**src/rtl/ram_pkg.sv**
```systemverilog
// Shared types and limits for the banked RAM.
package ram_pkg;

  typedef enum logic {
    INIT = 1'b0,
    RUN  = 1'b1
  } ram_state_e;

  localparam int RD_LATENCY_MAX = 4;

endpackage

```
**src/rtl/ram_banked_if.sv**
```systemverilog
// Request/response bundle for ram_banked; the bench drives the master side.
interface ram_banked_if #(
  parameter int DATA_WIDTH = 8,
  parameter int ADDR_WIDTH = 6,
  parameter int CHANNELS   = 1
);
  logic                           en;
  logic                           wr_en;
  logic [CHANNELS-1:0]            wr_mask;
  logic [ADDR_WIDTH-1:0]          address_wr;
  logic [CHANNELS*DATA_WIDTH-1:0] din;
  logic                           rd_en;
  logic [ADDR_WIDTH-1:0]          address_rd;
  logic [CHANNELS*DATA_WIDTH-1:0] dout;
  logic                           dout_valid;
  logic                           init_busy;

  modport master (
    output en, wr_en, wr_mask, address_wr, din, rd_en, address_rd,
    input  dout, dout_valid, init_busy
  );

  modport slave (
    input  en, wr_en, wr_mask, address_wr, din, rd_en, address_rd,
    output dout, dout_valid, init_busy
  );
endinterface

```
**src/rtl/ram_rd_pipe.sv**
```systemverilog
// Read-latency delay line for data plus valid; data is zeroed whenever valid is low.
module ram_rd_pipe #(
  parameter int WIDTH  = 8,
  parameter int STAGES = 0
) (
  input  logic             clk,
  input  logic             rst,
  input  logic [WIDTH-1:0] data_i,
  input  logic             valid_i,
  output logic [WIDTH-1:0] data_o,
  output logic             valid_o
);

  generate
    if (STAGES == 0) begin : g_passthru
      logic unused_clk_rst;
      assign unused_clk_rst = &{1'b0, clk, rst};
      assign data_o  = valid_i ? data_i : '0;
      assign valid_o = valid_i;
    end else begin : g_shift
      logic [WIDTH-1:0]  data_q [STAGES];
      logic [STAGES-1:0] valid_q;

      always_ff @(posedge clk or posedge rst) begin
        if (rst) begin
          valid_q <= '0;
          for (int i = 0; i < STAGES; i++) data_q[i] <= '0;
        end else begin
          valid_q[0] <= valid_i;
          data_q[0]  <= valid_i ? data_i : '0;
          for (int i = 1; i < STAGES; i++) begin
            valid_q[i] <= valid_q[i-1];
            data_q[i]  <= data_q[i-1];
          end
        end
      end

      assign data_o  = data_q[STAGES-1];
      assign valid_o = valid_q[STAGES-1];
    end
  endgenerate

endmodule

```
**src/rtl/ram_banked.sv**
```systemverilog
// Multi-lane RAM with self-clear after reset and configurable read latency.
// Optional macro RAM_BYPASS_EN forwards same-cycle write data to a colliding read.
module ram_banked
  import ram_pkg::*;
#(
  parameter int DATA_WIDTH = 8,
  parameter int WORDS      = 64,
  parameter int ADDR_WIDTH = 6,
  parameter int CHANNELS   = 1,
  parameter int RD_LATENCY = 1
) (
  input logic         clk,
  input logic         rst,
  ram_banked_if.slave bus
);

  localparam int DW    = CHANNELS * DATA_WIDTH;
  localparam int IDX_W = (WORDS > 1) ? $clog2(WORDS) : 1;
  localparam int LAT   = (RD_LATENCY < 1) ? 1 :
                         ((RD_LATENCY > RD_LATENCY_MAX) ? RD_LATENCY_MAX : RD_LATENCY);
  localparam logic [ADDR_WIDTH:0]   WORDS_L   = (ADDR_WIDTH+1)'(WORDS);
  localparam logic [ADDR_WIDTH-1:0] LAST_ADDR = ADDR_WIDTH'(WORDS - 1);

  ram_state_e            state_q;
  logic [ADDR_WIDTH-1:0] init_ptr_q;
  logic                  init_busy_q;

  logic                  wr_acc, rd_acc, wr_in_range, rd_in_range;
  logic [CHANNELS-1:0]   mem_we_d;
  logic [ADDR_WIDTH-1:0] mem_waddr_d;
  logic [DW-1:0]         mem_wdata_d;
  logic [DW-1:0]         rd_raw;
  logic [DW-1:0]         s1_data;
  logic                  s1_valid_q;
  logic                  s1_zero_q;

  assign wr_in_range = ({1'b0, bus.address_wr} < WORDS_L);
  assign rd_in_range = ({1'b0, bus.address_rd} < WORDS_L);
  assign wr_acc      = (state_q == RUN) && bus.en && bus.wr_en;
  assign rd_acc      = (state_q == RUN) && bus.en && bus.rd_en;

  always_ff @(posedge clk or posedge rst) begin
    if (rst) begin
      state_q     <= INIT;
      init_ptr_q  <= '0;
      init_busy_q <= 1'b1;
    end else begin
      case (state_q)
        INIT: begin
          if (init_ptr_q == LAST_ADDR) begin
            state_q     <= RUN;
            init_busy_q <= 1'b0;
          end else begin
            init_ptr_q <= init_ptr_q + 1'b1;
          end
        end
        default: ;
      endcase
    end
  end

  // The clear sweep owns the write port until RUN.
  always_comb begin
    mem_we_d    = '0;
    mem_waddr_d = bus.address_wr;
    mem_wdata_d = bus.din;
    if (state_q == INIT) begin
      mem_we_d    = '1;
      mem_waddr_d = init_ptr_q;
      mem_wdata_d = '0;
    end else if (wr_acc && wr_in_range) begin
      mem_we_d    = bus.wr_mask;
    end
  end

  genvar gi;
  generate
    for (gi = 0; gi < CHANNELS; gi++) begin : g_lane
      logic [DATA_WIDTH-1:0] mem_q [WORDS];
      logic [DATA_WIDTH-1:0] rd_raw_q;

      always_ff @(posedge clk) begin
        if (mem_we_d[gi])
          mem_q[mem_waddr_d[IDX_W-1:0]] <= mem_wdata_d[gi*DATA_WIDTH +: DATA_WIDTH];
        rd_raw_q <= mem_q[bus.address_rd[IDX_W-1:0]];
      end

      assign rd_raw[gi*DATA_WIDTH +: DATA_WIDTH] = rd_raw_q;
    end
  endgenerate

`ifdef RAM_BYPASS_EN
  logic [CHANNELS-1:0] s1_fwd_q;
  logic [DW-1:0]       s1_din_q;
`endif

  always_ff @(posedge clk or posedge rst) begin
    if (rst) begin
      s1_valid_q <= 1'b0;
      s1_zero_q  <= 1'b0;
`ifdef RAM_BYPASS_EN
      s1_fwd_q   <= '0;
      s1_din_q   <= '0;
`endif
    end else begin
      s1_valid_q <= rd_acc;
      s1_zero_q  <= !rd_in_range;
`ifdef RAM_BYPASS_EN
      s1_fwd_q   <= (wr_acc && wr_in_range && (bus.address_wr == bus.address_rd))
                    ? bus.wr_mask : '0;
      s1_din_q   <= bus.din;
`endif
    end
  end

  // RAM output is read-before-write, so without forwarding a collision sees old data.
  always_comb begin
    s1_data = rd_raw;
`ifdef RAM_BYPASS_EN
    for (int i = 0; i < CHANNELS; i++)
      if (s1_fwd_q[i]) s1_data[i*DATA_WIDTH +: DATA_WIDTH] = s1_din_q[i*DATA_WIDTH +: DATA_WIDTH];
`endif
    if (s1_zero_q) s1_data = '0;
  end

  logic [DW-1:0] dout_w;
  logic          dout_valid_w;

  ram_rd_pipe #(
    .WIDTH  (DW),
    .STAGES (LAT - 1)
  ) u_rd_pipe (
    .clk     (clk),
    .rst     (rst),
    .data_i  (s1_data),
    .valid_i (s1_valid_q),
    .data_o  (dout_w),
    .valid_o (dout_valid_w)
  );

  assign bus.dout       = dout_w;
  assign bus.dout_valid = dout_valid_w;
  assign bus.init_busy  = init_busy_q;

endmodule

```
**src/flat_wrapper.sv**
```systemverilog
// flat-port wrapper written by rule: the top's interface ports become plain ports
module ram_banked_flat import ram_pkg::*;
#(
  parameter int DATA_WIDTH = 8,
  parameter int WORDS      = 64,
  parameter int ADDR_WIDTH = 6,
  parameter int CHANNELS   = 1,
  parameter int RD_LATENCY = 1
)
  (clk, rst, bus_en, bus_wr_en, bus_wr_mask, bus_address_wr, bus_din, bus_rd_en, bus_address_rd, bus_dout, bus_dout_valid, bus_init_busy);
  ram_banked_if #(.DATA_WIDTH(DATA_WIDTH), .ADDR_WIDTH(ADDR_WIDTH), .CHANNELS(CHANNELS)) bus_i ();
  input logic clk;
  input logic rst;
  input wire logic [$bits(bus_i.en)-1:0] bus_en;
  input wire logic [$bits(bus_i.wr_en)-1:0] bus_wr_en;
  input wire logic [$bits(bus_i.wr_mask)-1:0] bus_wr_mask;
  input wire logic [$bits(bus_i.address_wr)-1:0] bus_address_wr;
  input wire logic [$bits(bus_i.din)-1:0] bus_din;
  input wire logic [$bits(bus_i.rd_en)-1:0] bus_rd_en;
  input wire logic [$bits(bus_i.address_rd)-1:0] bus_address_rd;
  output wire logic [$bits(bus_i.dout)-1:0] bus_dout;
  output wire logic [$bits(bus_i.dout_valid)-1:0] bus_dout_valid;
  output wire logic [$bits(bus_i.init_busy)-1:0] bus_init_busy;
  assign bus_i.en = bus_en;
  assign bus_i.wr_en = bus_wr_en;
  assign bus_i.wr_mask = bus_wr_mask;
  assign bus_i.address_wr = bus_address_wr;
  assign bus_i.din = bus_din;
  assign bus_i.rd_en = bus_rd_en;
  assign bus_i.address_rd = bus_address_rd;
  assign bus_dout = bus_i.dout;
  assign bus_dout_valid = bus_i.dout_valid;
  assign bus_init_busy = bus_i.init_busy;
  ram_banked #(.DATA_WIDTH(DATA_WIDTH), .WORDS(WORDS), .ADDR_WIDTH(ADDR_WIDTH), .CHANNELS(CHANNELS), .RD_LATENCY(RD_LATENCY)) u_core (.clk(clk), .rst(rst), .bus(bus_i));
endmodule
```
**config.mk**
```make
export PLATFORM = sky130hd
export DESIGN_NAME = ram_banked_flat
export DESIGN_NICKNAME = d
export VERILOG_FILES = /design/src/rtl/ram_pkg.sv /design/src/rtl/ram_banked_if.sv /design/src/rtl/ram_rd_pipe.sv /design/src/rtl/ram_banked.sv /design/src/flat_wrapper.sv
export SDC_FILE = /design/constraint.sdc
export NUM_CORES = 1
export LEC_CHECK = 0
export CORE_MARGIN = 5
export CORE_UTILIZATION = 55
export DETAILED_ROUTE_END_ITERATION = 8
export PLACE_DENSITY_LB_ADDON = 0.12
export SYNTH_ARGS = -nofsm -noshare
export SYNTH_HDL_FRONTEND = slang
export SYNTH_SLANG_ARGS = --single-unit
```
**constraint.sdc**
```tcl
create_clock -name clk -period 2.4 [get_ports clk]
set_input_delay 0.36 -clock clk [delete_from_list [all_inputs] [get_ports clk]]
set_output_delay 0.36 -clock clk [all_outputs]
set_load 0.01 [all_outputs]
```
==> results of run 1 <==
## Yosys cell counts (2+ instances only)
| master | instances |
|---|---|
| sky130_fd_sc_hd__a221oi_1 | 6 |
| sky130_fd_sc_hd__o21ai_1 | 6 |
| sky130_fd_sc_hd__a221oi_2 | 2 |
| sky130_fd_sc_hd__a211oi_1 | 2 |
| sky130_fd_sc_hd__nand2_1 | 36 |
| sky130_fd_sc_hd__dfxtp_1 | 8 |
| sky130_fd_sc_hd__o22ai_1 | 3 |
| sky130_fd_sc_hd__edfxtp_1 | 512 |
| sky130_fd_sc_hd__a21oi_1 | 15 |
| sky130_fd_sc_hd__xnor2_1 | 2 |
| sky130_fd_sc_hd__buf_4 | 2 |
| sky130_fd_sc_hd__o32a_1 | 9 |
| sky130_fd_sc_hd__nor3b_1 | 2 |
| sky130_fd_sc_hd__inv_1 | 6 |
| sky130_fd_sc_hd__a22oi_1 | 38 |
| sky130_fd_sc_hd__a22o_1 | 4 |
| sky130_fd_sc_hd__clkbuf_1 | 20 |
| sky130_fd_sc_hd__o41ai_1 | 2 |
| sky130_fd_sc_hd__buf_6 | 11 |
| sky130_fd_sc_hd__nor3_1 | 5 |
| sky130_fd_sc_hd__nand4_1 | 2 |
| sky130_fd_sc_hd__dfrtp_1 | 8 |
| sky130_fd_sc_hd__mux4_2 | 98 |
| sky130_fd_sc_hd__nand3_1 | 16 |
| sky130_fd_sc_hd__buf_8 | 4 |
| sky130_fd_sc_hd__nand2b_1 | 6 |
| sky130_fd_sc_hd__mux2i_1 | 71 |
| sky130_fd_sc_hd__buf_2 | 16 |
| sky130_fd_sc_hd__and2_1 | 19 |
| sky130_fd_sc_hd__o21ai_0 | 10 |
| sky130_fd_sc_hd__a21o_1 | 7 |
| sky130_fd_sc_hd__o32ai_1 | 4 |
| sky130_fd_sc_hd__nand4b_1 | 2 |
| sky130_fd_sc_hd__nor2b_1 | 9 |
| sky130_fd_sc_hd__nor2_1 | 75 |
| sky130_fd_sc_hd__mux2_2 | 13 |
| sky130_fd_sc_hd__buf_1 | 5 |
## metrics by stage
stage	cells	utilization [%]	setup TNS [ps]	hold WS, ps
2_1_floorplan	1063	-	0	187
3_3_place_gp	1699	60.7	-347	481
3_5_place_dp	1699	60.7	-1490	483
4_1_cts	1795	65.2	0	99.0
5_1_grt	1795	65.2	0	129
## timing repair
action | CTS | global route
setup endpoints to repair | 2 | 0
resized for setup | 1 | 0
hold buffers | 0 | 0
setup buffers | 0 | 0
## logic make-up after synthesis
kind of cell	Yosys count
DFF	529
muxes	182
and+or+nand+nor	174
AOI/OAI and AO/OA	110
buffers and inverters	64
xor gates and xnor gates	3
adders and majority gates	1
## metal layers
| layer | GRT usage, % |
|---|---|
| met4 | 6.58 |
| met3 | 4.89 |
| met1 | 33.9 |
| met2 | 36.8 |
| met5 | 0 |
==> run summary, run 1 <==
===========================================================================
Run status                                                     did not finish
Last stage the flow got to                                     detailed routing
Run-stopping error                                             Error: net1 9 pin not visited #guides = 86
Complex-gate fraction of the synthesized area                         3.85%
Gate count after technology mapping                                    1063
Detailed-placement wirelength estimate                              30.6 mm
I/O pin total                                                            36
Cell type with the largest total area after synthesis          sky130_fd_sc_hd__edfxtp_1
Synthesized cell area                                             20900 um2
Number of sinks driven by the clock tree                                529
Number of distinct library cells after synthesis                         44
Primary FF master, synth                                       sky130_fd_sc_hd__edfxtp_1
Initial antenna violation count                                           1
Pre-CTS setup slack                                                 -243 ps
Synthesized-area fraction occupied by xor and xnor cells             0.126%
Mean instance size in the synthesized netlist                      19.6 um2
Synth top area cells                                           sky130_fd_sc_hd__edfxtp_1, sky130_fd_sc_hd__mux4_2, sky130_fd_sc_hd__mux2i_1
Clock Root Buffer                                              sky130_fd_sc_hd__clkbuf_16
Share of the yosys chip area belonging to registers                   75.6%
Async set-or-reset flop fraction in the synthesized netlist           1.70%
Placed standard-cell area                                         22800 um2
Post-synth EDFFs                                                        512
Clock Tree Buf Depth                                                      3
Portion of netlist area occupied by mux cells                         14.7%
Horizontal die dimension                                             205 um
CTS H-Tree Depth                                                          2
Initial standard-cell utilization of the core                         55.5%
Global-route wire length before repair                              71.7 mm
Register bit count reported by yosys                                    529
DIE HEIGHT                                                           205 um
Post-Synth Simple-Gate Area                                           3.80%
Number of I/O port buffers                                               35
Inserted Clock Buffers                                                   52
Final RePlAce weighted congestion                                     0.857
Top-area cell type share of the netlist area                          73.7%
Adder-Cell Fraction of Synth Area                                   0.0600%
Via count of the first global-routing pass                            11100
Maximum number of pins on one net before global-route repair             65
Net count of the mapped netlist                                        1090
Row cnt                                                                  71
Overflow left after global routing                                        0
Combinational family with the most area after synthesis        multiplexers
Synth Warn #                                                              0
Total GRT Usage                                                       23.4%
===========================================================================
==> run 2: changes to the inputs <==
--- a/config.mk
+++ b/config.mk
@@ -6,9 +6,9 @@
 export NUM_CORES = 1
 export LEC_CHECK = 0
 export CORE_MARGIN = 5
-export CORE_UTILIZATION = 55
+export CORE_UTILIZATION = 40
 export DETAILED_ROUTE_END_ITERATION = 8
-export PLACE_DENSITY_LB_ADDON = 0.12
+export PLACE_DENSITY_LB_ADDON = 0.15
 export SYNTH_ARGS = -nofsm -noshare
 export SYNTH_HDL_FRONTEND = slang
 export SYNTH_SLANG_ARGS = --single-unit
==> run 2 against run 1 <==
- the run now ends clean
- area after synthesis is the same
- global-route usage shrank 5.6 points
- synthesized cell count is the same
==> run summary, run 2 <==
========================================================================================
Run status                                                                  complete, no violations
Gate count after technology mapping                                                 1063
CTS H-Tree Depth                                                                       2
Residual DRC                                                                           0
Via count of the first global-routing pass                                         10900
Design Power                                                                     19.3 mW
Number of distinct library cells after synthesis                                      44
Area of the die                                                                56800 um2
Initial antenna violation count                                                        0
Synth top area cells                                                        sky130_fd_sc_hd__edfxtp_1, sky130_fd_sc_hd__mux4_2, sky130_fd_sc_hd__mux2i_1
Reg2Reg Depth                                                                          5
Inserted Clock Buffers                                                                56
Least-Margin Pin Slew                                                             976 ps
Primary FF master, synth                                                    sky130_fd_sc_hd__edfxtp_1
Worst reg2reg path endpoint                                                 u_core.g_lane[0].mem_q[18][7]
Final hold viol count                                                                  0
RSZ-0062 raised after global routing                                                  no
Clock insertion delay at the later pin of the skew report                         600 ps
Number of I/O port buffers                                                            35
Final Skew                                                                       11.8 ps
Row cnt                                                                               83
Top cells by instance count after synthesis                                 sky130_fd_sc_hd__edfxtp_1, sky130_fd_sc_hd__mux4_2, sky130_fd_sc_hd__nor2_1, sky130_fd_sc_hd__mux2i_1, sky130_fd_sc_hd__a22oi_1
Mean instance size in the synthesized netlist                                   19.6 um2
Horizontal die dimension                                                          238 um
Routed wire per std cell                                                         25.8 um
Portion of the clock cycle consumed by the worst path in the final layout          98.1%
Register bit count reported by yosys                                                 529
Register-to-register path setup slack                                             260 ps
Clock Root Buffer                                                           sky130_fd_sc_hd__clkbuf_16
Final net count                                                                     1248
Overflow left after global routing                                                     0
Clock group share of total power                                                   45.6%
Commonest non-fill, non-tap cell in the layout                              sky130_fd_sc_hd__edfxtp_1
Detailed-placement wirelength estimate                                           32.7 mm
Cell type with the largest total area after synthesis                       sky130_fd_sc_hd__edfxtp_1
Total detailed-routing wirelength                                                50.2 mm
Clock-pin transition on the worst setup and hold timing paths                      60 ps
F_max                                                                          0.425 GHz
Fraction of power consumed by sequential logic                                     51.9%
# placed instances                                                                  1842
Post-synth EDFFs                                                                     512
Number of sinks driven by the clock tree                                             529
Delay-heaviest family, CP                                                   buffers and inverters
Clock period minus worst slack                                                   2350 ps
Initial standard-cell utilization of the core                                      40.5%
Total GRT Usage                                                                    17.8%
Net count of the mapped netlist                                                     1090
Detailed-router iteration count before antenna repair                                  5
Filler instances                                                                    4397
Design Area, Final                                                             24700 um2
Share of total power in combinational logic                                         2.5%
Data required time of the worst path                                             2040 ps
Sw Ratio                                                                           19.6%
Max-slew violation count                                                               0
Switching power                                                                  3.76 mW
Summed negative setup slack over all endpoints                                      0 ps
Worst hold path type                                                         in -> async
Leak Pwr                                                                         6.88 nW
Placed standard-cell area                                                      22800 um2
Number of nets with antenna violations after routing                                   0
Crit. End Element                                                           primary output
Max reg flops                                                                        512
Total power divided by cell area                                              781 nW/um2
Arrival time of the worst setup path                                             1990 ps
Peak supply drop                                                                0.514 mV
Number of max-cap violations                                                           0
Longest individual stage delay on the worst path                                  580 ps
Critical path fanouts, max                                                             7
WP buf/inv                                                                             1
Master of the slowest instance on the critical path                         sky130_fd_sc_hd__clkdlybuf4s50_1
Synthesized cell area                                                          20900 um2
Internal power contribution                                                      15.5 mW
Core region area                                                               51500 um2
Series of cell instances along the critical path                            and2_1 -> clkdlybuf4s50_1
Final-report setup violation count                                                     0
Via count normalized by instance count                                              5.37
Share of the yosys chip area belonging to registers                                75.6%
TritonCTS clock tree                                                                done
I/O pin total                                                                         36
CP startpoint kind                                                                  flop
Top-area cell type share of the netlist area                                       73.7%
DIE HEIGHT                                                                        238 um
Clock Tree Buf Depth                                                                   3
Cell with the most instances after synthesis                                sky130_fd_sc_hd__edfxtp_1
Layout area overhead                                                               18.3%
Commonest cells after routing, fill and taps aside                          sky130_fd_sc_hd__edfxtp_1, sky130_fd_sc_hd__buf_4, sky130_fd_sc_hd__mux4_2
Share of final-layout standard cells stronger than drive strength 1                25.8%
Routed vias                                                                        10500
Slew HR                                                                            34.8%
Synth Warn #                                                                           0
Async set-or-reset flop fraction in the synthesized netlist                        1.70%
Drt initial violations                                                               961
Start of the worst register-to-register path                                u_core.state_q
Maximum number of pins on one net before global-route repair                          65
Category of the critical setup timing path                                    reg -> out
Count of hold buffers inserted by post-cts repair                                      0
Global-route wire length before repair                                           74.7 mm
Final RePlAce weighted congestion                                                  0.820
Final non-filler cell total                                                         1948
========================================================================================
[run 2: cell counts after synthesis]
No cell type changed its count.
[run 2: worst max-delay path by stage]
stage                                 start                      endpoint  slack, ps  cells after the start
after floorplan              u_core.state_q  u_core.g_lane[0].mem_q[0][0]        270                      4
after global placement    bus_address_rd[4]  u_core.g_lane[0].rd_raw_q[0]       -120                      7
after detailed placement  bus_address_rd[4]  u_core.g_lane[0].rd_raw_q[0]       -200                      7
after CTS                 u_core.s1_valid_q                   bus_dout[3]         40                      2
after global routing      u_core.s1_valid_q                   bus_dout[4]         30                      3
final                     u_core.s1_valid_q                   bus_dout[3]         50                      2
[run 2: what timing repair did]
item | CTS | global route
setup endpoints to repair | 8 | 0
hold endpoints to repair | 0 | 0
buffers inserted | 1 | 0
gates resized for setup | 2 | 0
[run 2: routing by layer]
metal | global-route usage, % | vias up | part of all wire (%)
met5 | 0 | - | 0
met4 | 4.35 | 0 | 2.0
met3 | 3.53 | 74 | 5.2
met2 | 28.5 | 253 | 48
met1 | 25.5 | 5469 | 45
li1 | - | 4662 | -
[run 2: logic make-up after synthesis]
kind of cell	share of synthesized area, %
and+or+nand+nor	3.80
xor gates and xnor gates	0.126
adders and majority gates	0.0600
DFF	75.6
AOI/OAI and AO/OA	3.85
buffers and inverters	1.90
muxes	14.7
[run 2: worst register-to-register path: stages, from the launching register on]
cell                       delay (ps)
sky130_fd_sc_hd__dfrtp_1          320
sky130_fd_sc_hd__buf_4            320
sky130_fd_sc_hd__mux2i_1          400
sky130_fd_sc_hd__nand2b_1         380
sky130_fd_sc_hd__nor2_1           210
sky130_fd_sc_hd__buf_4            210
[run 2: final cells by class]
type / instances / area (um2) / area share [%]
clock inverters: 31 / 370 / 1.50
multi-input cells: 470 / 4710 / 19.1
inverters: 6 / 22.5 / 0.0913
clock buffers: 72 / 1480 / 6.01
diodes: 2 / 5.00 / 0.0203
well taps: 680 / 851 / 3.45
repair buffers: 158 / 1460 / 5.92
flip-flops and latches: 529 / 15800 / 63.9
[run 2: stage by stage]
| stage | hold WS [ps] | utilization, % | worst slack (ps) |
|---|---|---|---|
| finish | 126 | 47.9 | 46.3 |
| global route | 130 | 47.9 | 26.2 |
| CTS | 107 | 47.9 | 36.5 |
| detailed placement | 456 | 44.3 | -201 |
| global placement | 449 | 44.3 | -116 |
| floorplan | 187 | - | 269 |
[run 2: power by group through the flow]
stage               Sequential [mW]  Combinational, mW  Clock (mW)
floorplan                      10.2              0.322           0
global placement               10.2              0.487           0
detailed placement             10.2              0.487           0
CTS                            9.99              0.489        8.96
global route                   9.98              0.514        9.39
finish                         9.99              0.479        8.79
No activity file was read; power rests on OpenSTA's default activity.
==> run 3: changes to the inputs <==
--- a/config.mk
+++ b/config.mk
@@ -5,6 +5,7 @@
 export SDC_FILE = /design/constraint.sdc
 export NUM_CORES = 1
 export LEC_CHECK = 0
+export CAP_MARGIN = 5
 export CORE_MARGIN = 5
 export CORE_UTILIZATION = 40
 export DETAILED_ROUTE_END_ITERATION = 8
==> results of run 3 <==
The final DEF is identical to that of run 2; final timing and power are the same.
